===== src/rtl/lcd_pkg.sv =====
// Shared constants for the 16x2 LCD sequencer: state codes, HD44780 command bytes and
// step-to-byte/address helpers.
package lcd_pkg;

    localparam logic [2:0] ST_PWRUP = 3'd0;
    localparam logic [2:0] ST_ISSUE = 3'd1;
    localparam logic [2:0] ST_WAIT  = 3'd2;
    localparam logic [2:0] ST_GAP   = 3'd3;
    localparam logic [2:0] ST_IDLE  = 3'd4;

    localparam logic MODE_INIT    = 1'b0;
    localparam logic MODE_REFRESH = 1'b1;

    localparam int unsigned LCD_CHARS = 32;

    localparam logic [5:0] INIT_LAST_STEP    = 6'd3;
    localparam logic [5:0] REFRESH_LAST_STEP = 6'd33;
    localparam logic [5:0] LINE2_STEP        = 6'd17;

    localparam logic [7:0] CMD_FUNC_SET = 8'h38;
    localparam logic [7:0] CMD_DISP_ON  = 8'h0C;
    localparam logic [7:0] CMD_CLEAR    = 8'h01;
    localparam logic [7:0] CMD_ENTRY    = 8'h06;
    localparam logic [7:0] CMD_LINE1    = 8'h80;
    localparam logic [7:0] CMD_LINE2    = 8'hC0;

    function automatic logic [7:0] init_byte(input logic [5:0] step);
        logic [7:0] b;
        case (step[1:0])
            2'd0:    b = CMD_FUNC_SET;
            2'd1:    b = CMD_DISP_ON;
            2'd2:    b = CMD_CLEAR;
            default: b = CMD_ENTRY;
        endcase
        return b;
    endfunction

    // Steps 1-16 map to line 1 chars 0-15, steps 18-33 to line 2 chars 16-31.
    function automatic logic [4:0] refresh_addr(input logic [5:0] step);
        logic [5:0] a;
        a = 6'd0;
        if (step >= 6'd1 && step <= 6'd16) begin
            a = step - 6'd1;
        end else if (step >= 6'd18 && step <= 6'd33) begin
            a = step - 6'd2;
        end
        return a[4:0];
    endfunction

endpackage


===== src/rtl/lcd_delay_counter.sv =====
// Saturating cycle counter with synchronous clear and terminal-count compare against a
// runtime limit; a limit of N gives an N-cycle wait.
module lcd_delay_counter #(
    parameter int unsigned WIDTH = 20
) (
    input  logic             i_clk,
    input  logic             i_rst_n,
    input  logic             i_clear,
    input  logic [WIDTH-1:0] i_limit,
    output logic             o_tc
);

    logic [WIDTH-1:0] r_count;
    logic [WIDTH-1:0] w_last;

    assign w_last = (i_limit == '0) ? '0 : i_limit - WIDTH'(1);
    assign o_tc   = (r_count == w_last);

    always_ff @(posedge i_clk or negedge i_rst_n) begin
        if (!i_rst_n) begin
            r_count <= '0;
        end else if (i_clear) begin
            r_count <= '0;
        end else if (r_count != '1) begin
            r_count <= r_count + WIDTH'(1);
        end
    end

endmodule


===== src/rtl/lcd_sequencer.sv =====
// Drives the single-byte LCD writer: power-up wait, HD44780 init sequence, then full
// two-line refreshes from the character buffer on request.
module lcd_sequencer
    import lcd_pkg::*;
#(
    parameter logic [19:0] POWERUP_CYC = 20'd750000,
    parameter logic [19:0] GAP_CYC     = 20'd2500,
    parameter logic [19:0] CLR_CYC     = 20'd100000,
    parameter logic [19:0] TIMEOUT_CYC = 20'd1000
) (
    input  logic       i_clk,
    input  logic       i_rst_n,
    input  logic       i_refresh_req,
    output logic [4:0] o_char_addr,
    input  logic [7:0] i_char_data,
    output logic [7:0] o_wr_data,
    output logic       o_wr_rs,
    output logic       o_wr_start,
    input  logic       i_wr_done,
    output logic       o_init_done,
    output logic       o_busy,
    output logic       o_err
);

    logic [2:0]  r_state;
    logic [2:0]  w_state_nxt;
    logic        r_mode;
    logic        w_mode_nxt;
    logic [5:0]  r_step;
    logic [5:0]  w_step_nxt;
    logic        r_pending;
    logic        w_pending_nxt;
    logic        r_init_done;
    logic        w_init_done_nxt;
    logic        r_err;
    logic        w_err_nxt;
    logic [7:0]  r_wr_data;
    logic [7:0]  w_wr_data_nxt;
    logic        r_wr_rs;
    logic        w_wr_rs_nxt;
    logic        r_wr_start;
    logic        w_wr_start_nxt;

    logic [19:0] w_limit;
    logic        w_tc;
    logic        w_cnt_clear;
    logic        w_last_step;
    logic        w_is_clear;

    assign w_last_step = (r_mode == MODE_INIT) ? (r_step == INIT_LAST_STEP)
                                               : (r_step == REFRESH_LAST_STEP);
    assign w_is_clear  = !r_wr_rs && (r_wr_data == CMD_CLEAR);
    assign w_cnt_clear = (w_state_nxt != r_state);

    always_comb begin
        case (r_state)
            ST_PWRUP: w_limit = POWERUP_CYC;
            ST_WAIT:  w_limit = TIMEOUT_CYC;
            ST_GAP:   w_limit = w_is_clear ? CLR_CYC : GAP_CYC;
            default:  w_limit = GAP_CYC;
        endcase
    end

    lcd_delay_counter #(
        .WIDTH (20)
    ) u_delay (
        .i_clk   (i_clk),
        .i_rst_n (i_rst_n),
        .i_clear (w_cnt_clear),
        .i_limit (w_limit),
        .o_tc    (w_tc)
    );

    always_comb begin
        w_state_nxt     = r_state;
        w_mode_nxt      = r_mode;
        w_step_nxt      = r_step;
        w_pending_nxt   = r_pending | i_refresh_req;
        w_init_done_nxt = r_init_done;
        w_err_nxt       = r_err;
        w_wr_data_nxt   = r_wr_data;
        w_wr_rs_nxt     = r_wr_rs;
        w_wr_start_nxt  = 1'b0;
        case (r_state)
            ST_PWRUP: begin
                if (w_tc) begin
                    w_state_nxt = ST_ISSUE;
                    w_mode_nxt  = MODE_INIT;
                    w_step_nxt  = 6'd0;
                end
            end
            ST_ISSUE: begin
                w_wr_start_nxt = 1'b1;
                w_state_nxt    = ST_WAIT;
                if (r_mode == MODE_INIT) begin
                    w_wr_data_nxt = init_byte(r_step);
                    w_wr_rs_nxt   = 1'b0;
                end else if (r_step == 6'd0) begin
                    w_wr_data_nxt = CMD_LINE1;
                    w_wr_rs_nxt   = 1'b0;
                end else if (r_step == LINE2_STEP) begin
                    w_wr_data_nxt = CMD_LINE2;
                    w_wr_rs_nxt   = 1'b0;
                end else begin
                    w_wr_data_nxt = i_char_data;
                    w_wr_rs_nxt   = 1'b1;
                end
            end
            ST_WAIT: begin
                if (i_wr_done) begin
                    w_state_nxt = ST_GAP;
                end else if (w_tc) begin
                    // Timeout drops the sequence and any request queued behind it.
                    w_err_nxt     = 1'b1;
                    w_pending_nxt = 1'b0;
                    w_state_nxt   = ST_IDLE;
                end
            end
            ST_GAP: begin
                if (w_tc) begin
                    if (!w_last_step) begin
                        w_step_nxt  = r_step + 6'd1;
                        w_state_nxt = ST_ISSUE;
                    end else begin
                        if (r_mode == MODE_INIT) begin
                            w_init_done_nxt = 1'b1;
                        end
                        if (r_pending || i_refresh_req) begin
                            w_state_nxt   = ST_ISSUE;
                            w_mode_nxt    = MODE_REFRESH;
                            w_step_nxt    = 6'd0;
                            w_pending_nxt = 1'b0;
                        end else begin
                            w_state_nxt = ST_IDLE;
                        end
                    end
                end
            end
            ST_IDLE: begin
                if (i_refresh_req && r_init_done && !r_pending) begin
                    w_state_nxt   = ST_ISSUE;
                    w_mode_nxt    = MODE_REFRESH;
                    w_step_nxt    = 6'd0;
                    w_pending_nxt = 1'b0;
                end
            end
            default: begin
                w_state_nxt = ST_IDLE;
            end
        endcase
    end

    always_ff @(posedge i_clk or negedge i_rst_n) begin
        if (!i_rst_n) begin
            r_state     <= ST_PWRUP;
            r_mode      <= MODE_INIT;
            r_step      <= 6'd0;
            r_pending   <= 1'b0;
            r_init_done <= 1'b0;
            r_err       <= 1'b0;
            r_wr_data   <= 8'h00;
            r_wr_rs     <= 1'b0;
            r_wr_start  <= 1'b0;
        end else begin
            r_state     <= w_state_nxt;
            r_mode      <= w_mode_nxt;
            r_step      <= w_step_nxt;
            r_pending   <= w_pending_nxt;
            r_init_done <= w_init_done_nxt;
            r_err       <= w_err_nxt;
            r_wr_data   <= w_wr_data_nxt;
            r_wr_rs     <= w_wr_rs_nxt;
            r_wr_start  <= w_wr_start_nxt;
        end
    end

    assign o_char_addr = (r_mode == MODE_REFRESH) ? refresh_addr(r_step) : 5'd0;
    assign o_wr_data   = r_wr_data;
    assign o_wr_rs     = r_wr_rs;
    assign o_wr_start  = r_wr_start;
    assign o_init_done = r_init_done;
    assign o_busy      = (r_state != ST_IDLE);
    assign o_err       = r_err;

endmodule


===== config.mk =====
export PLATFORM = sky130hd
export DESIGN_NAME = lcd_sequencer
export DESIGN_NICKNAME = d
export VERILOG_FILES = /design/src/rtl/lcd_pkg.sv /design/src/rtl/lcd_delay_counter.sv /design/src/rtl/lcd_sequencer.sv
export SDC_FILE = /design/constraint.sdc
export NUM_CORES = 1
export LEC_CHECK = 0
export ABC_AREA = 0
export CAP_MARGIN = 0
export CORE_MARGIN = 3
export CORE_UTILIZATION = 40
export CTS_BUF_LIST = sky130_fd_sc_hd__clkbuf_16
export CTS_CLUSTER_SIZE = 25
export DETAILED_ROUTE_END_ITERATION = 8
export GPL_TIMING_DRIVEN = 1
export RECOVER_POWER = 25
export SKIP_LAST_GASP = 1
export SYNTH_ARGS = -nofsm -noshare
export SYNTH_HDL_FRONTEND = slang
export SYNTH_HIERARCHICAL = 1
export SYNTH_SLANG_ARGS = --single-unit

===== constraint.sdc =====
create_clock -name i_clk -period 7.6 [get_ports i_clk]
set_clock_uncertainty 0.15 [all_clocks]
set_input_delay 1.52 -clock i_clk [delete_from_list [all_inputs] [get_ports i_clk]]
set_output_delay 1.52 -clock i_clk [all_outputs]
set_load 0.02 [all_outputs]

# Word level (Yosys, flattened, before mapping)
# Cells that the tools add are included.
# totals
register_bits,43
input_bits,12
out_inout_bits,18
elab_cells,104
# classes
add_sub_neg,5
magnitude_cmp,4
n_eq_ne,20
mux,44
bitwise_logic,3
n_reduce_logical,18
# op_table
cell,n
$mux W20,3
$pmux W20 S3,1
$pmux W6 S3,2
$mux W6,5
$mux W8,3
$mux W3,7
$add A20 B1 Y20 const B,1
$eq A20 B20 Y1,1
$logic_not A20 Y1,1
$ne A20 B20 Y1 const B,1
$sub A20 B1 Y20 const B,1
$mux W17,1
$mux W1,16
$mux W5,3
$pmux W3 S5,1
$eq A8 B1 Y1 const B,1
$add A6 B1 Y6 const B,1
$eq A3 B2 Y1 const B,2
$eq A6 B2 Y1 const B,1
$eq A6 B5 Y1 const B,1
$eq A6 B6 Y1 const B,1
$ge A6 B1 Y1 const B,1
$ge A6 B5 Y1 const B,1
$le A6 B5 Y1 const B,1
26 further kinds,37

# Longest topological paths before layout
# logic_depth
ltp_word,12
mapped_depth,25
depth_no_buf,19

# Cells and area by module
# The synthesis kept the hierarchy.
# by_module_without_submodules
module,instances,cells_each,area_each_um2,seq_area_each_um2
lcd_delay_counter,1,246,1923.1,500.5
lcd_sequencer,1,222,1745.4,575.6

# Least setup slack after synthesis
# No wires, ideal clock.
# synth_path
path_kind,register to register
from,reg r_wr_data[1] (netlist: o_wr_data[1])
to,reg u_delay.r_count[16]
setup_time_ps,119
arrival_time_ps,4444
required_time_ps,7331
path_slack_ps,2887
path_stages_with_launch,22
n_path_buf,2
period_less_slack_ps,4713
cell_sequence,dfrtp_1 > nor3b_1 > and4_1 > nand2_1 > a21oi_1 > inv_1 > or3_1 > nor2_1 > xnor3_1 > or4b_2 > a32oi_1 > nand4_1 > nor4_2 > buf_2 > nor2b_1 > a211o_1 > a21oi_1 > a21o_1 > nand4_1 > clkbuf_1 > a31oi_1 > o21a_1
# synth_between
elab_chain_len,12
elab_cells_between_ends,16
classes_between,add/sub (1); eq/ne (3); mux (9); reduce/logical (3)
# synth_rtl
element,line_no,source
"start, declared",lcd_sequencer.sv:37,logic [7:0] r_wr_data;
"start signal, assigned",lcd_sequencer.sv:171,r_wr_data <= w_wr_data_nxt;
$eq A8 B1 Y1 *,lcd_sequencer.sv:52,assign w_is_clear = !r_wr_rs && (r_wr_data == CMD_CLEAR);
$logic_and A1 B1 Y1 *,lcd_sequencer.sv:52,
$mux W17 *,lcd_sequencer.sv:59,ST_GAP: w_limit = w_is_clear ? CLR_CYC : GAP_CYC;
$pmux W20 S3 *,lcd_sequencer.sv:56,case (r_state)
net w_limit[5],lcd_sequencer.sv:44,logic [19:0] w_limit;
$sub A20 B1 Y20 / $logic_not A20 Y1 (equally long branches),lcd_delay_counter.sv:16,assign w_last = (i_limit == '0) ? '0 : i_limit - WIDTH'(1);
$mux W20 *,lcd_delay_counter.sv:16,
$eq A20 B20 Y1 *,lcd_delay_counter.sv:17,assign o_tc = (r_count == w_last);
net w_tc,lcd_sequencer.sv:45,logic w_tc;
$mux W3,lcd_sequencer.sv:112,end else if (w_tc) begin
$mux W3,lcd_sequencer.sv:110,if (i_wr_done) begin
$pmux W3 S5 *,lcd_sequencer.sv:84,case (r_state)
$ne A3 B3 Y1 *,lcd_sequencer.sv:53,assign w_cnt_clear = (w_state_nxt != r_state);
net w_cnt_clear,lcd_sequencer.sv:46,logic w_cnt_clear;
$mux W20 / $reduce_bool A2 Y1 (equally long branches),--,
"end signal, assigned",lcd_delay_counter.sv:25,r_count <= r_count + WIDTH'(1);
"end, declared",lcd_delay_counter.sv:13,logic [WIDTH-1:0] r_count;
# The timed path passes the listed nets; every way through them passes the cells marked *.
# A chain may end at the register's enable or synchronous reset.

# Worst setup path in the final report
# Ends and elaborated chain as after synthesis.

==> metrics.txt <==
clock root buffer clkbuf_16; IO Pins 30; final WL 9.23 mm; gr ovfl total 0; die span in x 102 um; main area contributors after synthesis dfrtp_1, xor2_1, nor2_1; post-synth cell types 69; Setup crit start kind flip-flop; aggregate global-route resource usage 18.5%; number of antenna violations at the first check in global routing 0; critical path fanouts, max 20; slew margin rel. -61.5%; dominant synthesized flop cell dfrtp_1; critical register-to-register path startpoint o_wr_data[1]; clk sinks 43; fmax 170 MHz; status complete, but fails checks; initial DRC count 219; Antenna Cells 0; first-pass GRT wire length 15.6 mm; Pwr per Cell Area 119 mW/mm2; minimum clock period 5880 ps; # resized after CTS 0; Setup Buffers After CTS 0; class of the tightest hold or removal check flip-flop to flip-flop; final instance area 0.00417 mm2; average wire per standard cell 15.3 um; vias per cell 5.67; Logic pwr share 3.7%; nets 516; fin crit share 77.4%; worst skew pair latency 280 ps; Cells after Synth 468; Mapped Area 0.00367 mm2; CTS clk-pin slew, worst paths 70 ps; Final Non-Filler Cells 602; Worst Setup End Kind flip-flop; Final ANT Viol Nets 0; layout cells sized above 1 4.25%; Syn Area/Cell 7.84 um2; Seq/Total Area, Yosys 29.3%; switching share of total power 20.9%; hold_buf cts 0; DIE AREA 0.0104 mm2; EDFF count, synth 0; # setup viols final 0; CP Class flip-flop to flip-flop; DR vias 3413; CP top delay family simple AND/OR/NAND/NOR gates; failing checks capacitance limit, slew limit; Seq pwr share 46.2%; worst path cell trace nor3b_1 -> and4_1 -> nand2_1 -> a21oi_1 -> inv_1 -> nor3_1 -> nand2_1 -> xor2_1 -> or4b_2 -> a32oi_1 -> nand4_1 -> nor4_2 -> nor2b_1 -> a211o_1 -> a21oi_1 -> a21o_1 -> nand4_1 -> a31oi_1 -> o21a_1; worst vdd ir 0.0680 mV; worst hold start o_err; FF+latch count, synth 43; share of the synthesized area in the top cell type 29.3%; worst path arrival time 5910 ps; CTS tree yes; # rows 34; number of CTS-inserted buffers 5; crit-path max cell delay 640 ps; Pleak 1.76 nW; Multi-input gate area 0.00241 mm2; slowest library cell on the worst path or4b_2; # port buffers 29; worst-margin pin slew 2420 ps; fin. max-slew vios 44; filler instances 879; CTS H-tree lvls 2; largest net degree at the start of global routing 44; Area Growth Syn to Fin 13.7%; reported net switching power 103 uW; clock network fraction of total power 50.1%; Req. time, crit path 7630 ps; Synth area leader dfrtp_1; Initial Util 41.7%; Detail Placement HPWL 6.89 mm; WP buf/inv 1; clock buffer depth 2; DRC 0; Max Cap Viol 1; core area 0.00881 mm2; setup repair after global routing missed its margin false; vias in the first global route 3108; Die H 102 um; Final Wtd Congestion 0.868; CP Launch Point o_wr_data[1]; synth warn 6; placed inst area 0.00400 mm2; first-pass iteration count of the detailed router 5; Storage cell area 0.00108 mm2; Fin. Hold Viols 0; internal power 391 uW; final setup TNS 0 ps; async set-or-reset flop fraction in the synthesized netlist 100%; cell count after placement 594
stage by stage:
step	power, mW	hold slack [ps]	util (%)	setup WS (ps)
CTS	0.502	315	47.4	1740
detailed placement	0.251	299	45.5	1780
global placement	0.251	299	45.5	1920
floorplan	0.240	358	-	2890
global route	0.511	335	47.4	944
finish	0.495	309	47.4	1720
state kept, by name, summed over array words and instances, names as in the netlist, 3 cells and up:
register	cells
u_delay/r_count	20
o_wr_data	8
r_step	6
r_state	3
cells by family (layout without fill, tap and decap cells):
group | after synthesis | in the layout | share of synthesized area [%]
AOI/OAI and AO/OA | 111 | 111 | 20.1
xor gates and xnor gates | 33 | 33 | 8.25
adders and majority gates | 11 | 11 | 3.75
buffers and inverters | 52 | 61 | 6.62
DFF | 43 | 43 | 29.3
muxes | 6 | 6 | 1.64
other | 2 | 19 | 0.205
and+or+nand+nor | 210 | 210 | 30.1
cell type report:
cell class | count | share of cell area (%)
multi-input cells | 390 | 57.9
flip-flops and latches | 43 | 25.8
repair buffers | 30 | 6.99
well taps | 108 | 3.24
clock buffers | 5 | 3.00
inverters | 23 | 2.07
clock inverters | 3 | 1.05
final timing paths:
check                                       to  slack [ps]  cells past startpoint
hold / removal                           o_err         310                      1
setup reg to reg           u_delay/r_count[16]        1720                     19
hold reg to reg                          o_err         310                      1
max in group asynchronous            r_step[1]        4100                      1
setup / recovery           u_delay/r_count[16]        1720                     19
min in group asynchronous  u_delay/r_count[15]        1830                      1
synth_stat cells, types with 2 or more instances:
cell type  instances
nor2_1            49
nand2_1           47
dfrtp_1           43
o21ai_0           29
inv_1             23
a21oi_1           22
xor2_1            22
nand3_1           18
clkbuf_1          16
nand4_1           14
nor3_1            14
a31oi_1           12
ha_1              11
or3_1             10
xnor2_1           10
and3_1             8
buf_2              8
a21o_1             7
nor2b_1            7
nor3b_1            7
mux2i_1            6
buf_6              5
nor4b_1            5
nand2b_1           4
nor4_1             4
o31ai_1            4
a211o_1            3
a22oi_1            3
and4_1             3
nand3b_1           3
or4_1              3
a2111oi_0          2
a211oi_1           2
a2bb2oi_1          2
a311oi_1           2
and2_1             2
conb_1             2
nor2_2             2
o211ai_1           2
o21a_1             2
o21ai_1            2
power by group through the flow:
stage / Clock [mW] / Combinational, mW / Sequential, mW
after global routing: 0.261 / 0.0207 / 0.229
after CTS: 0.255 / 0.0181 / 0.229
after global placement: 0 / 0.0179 / 0.233
after floorplan: 0 / 0.00657 / 0.233
final: 0.248 / 0.0181 / 0.229
after detailed placement: 0 / 0.0180 / 0.233
cell usage in the layout (no fill, tap or decap), types with 5 or more instances in the layout:
cell type / Yosys / final
nor2b_1: 7 / 7
or3_1: 10 / 10
nor4b_1: 5 / 5
a21oi_1: 22 / 22
nand4_1: 14 / 14
nor2_1: 49 / 49
dfrtp_1: 43 / 43
nor3b_1: 7 / 7
nand2_1: 47 / 47
nor3_1: 14 / 14
xor2_1: 22 / 22
xnor2_1: 10 / 10
and3_1: 8 / 8
nand3_1: 18 / 18
conb_1: 2 / 19
clkbuf_16: 0 / 5
o21ai_0: 29 / 29
ha_1: 11 / 11
mux2i_1: 6 / 6
inv_1: 23 / 23
a21o_1: 7 / 7
clkdlybuf4s50_1: 0 / 27
a31oi_1: 12 / 12
per-layer routing:
metal  routed length, um  share of wire, %  global-route usage (%)  vias to the layer above
li1                    -                 -                       -                     1708
met1                4400                48                    27.2                     1623
met2                4400                48                    29.3                       78
met3                 386               4.2                    2.69                        4
met4                  46              0.50                    3.17                        0
met5                   0                 0                       0                        -
(Power assumes the default switching activity.)
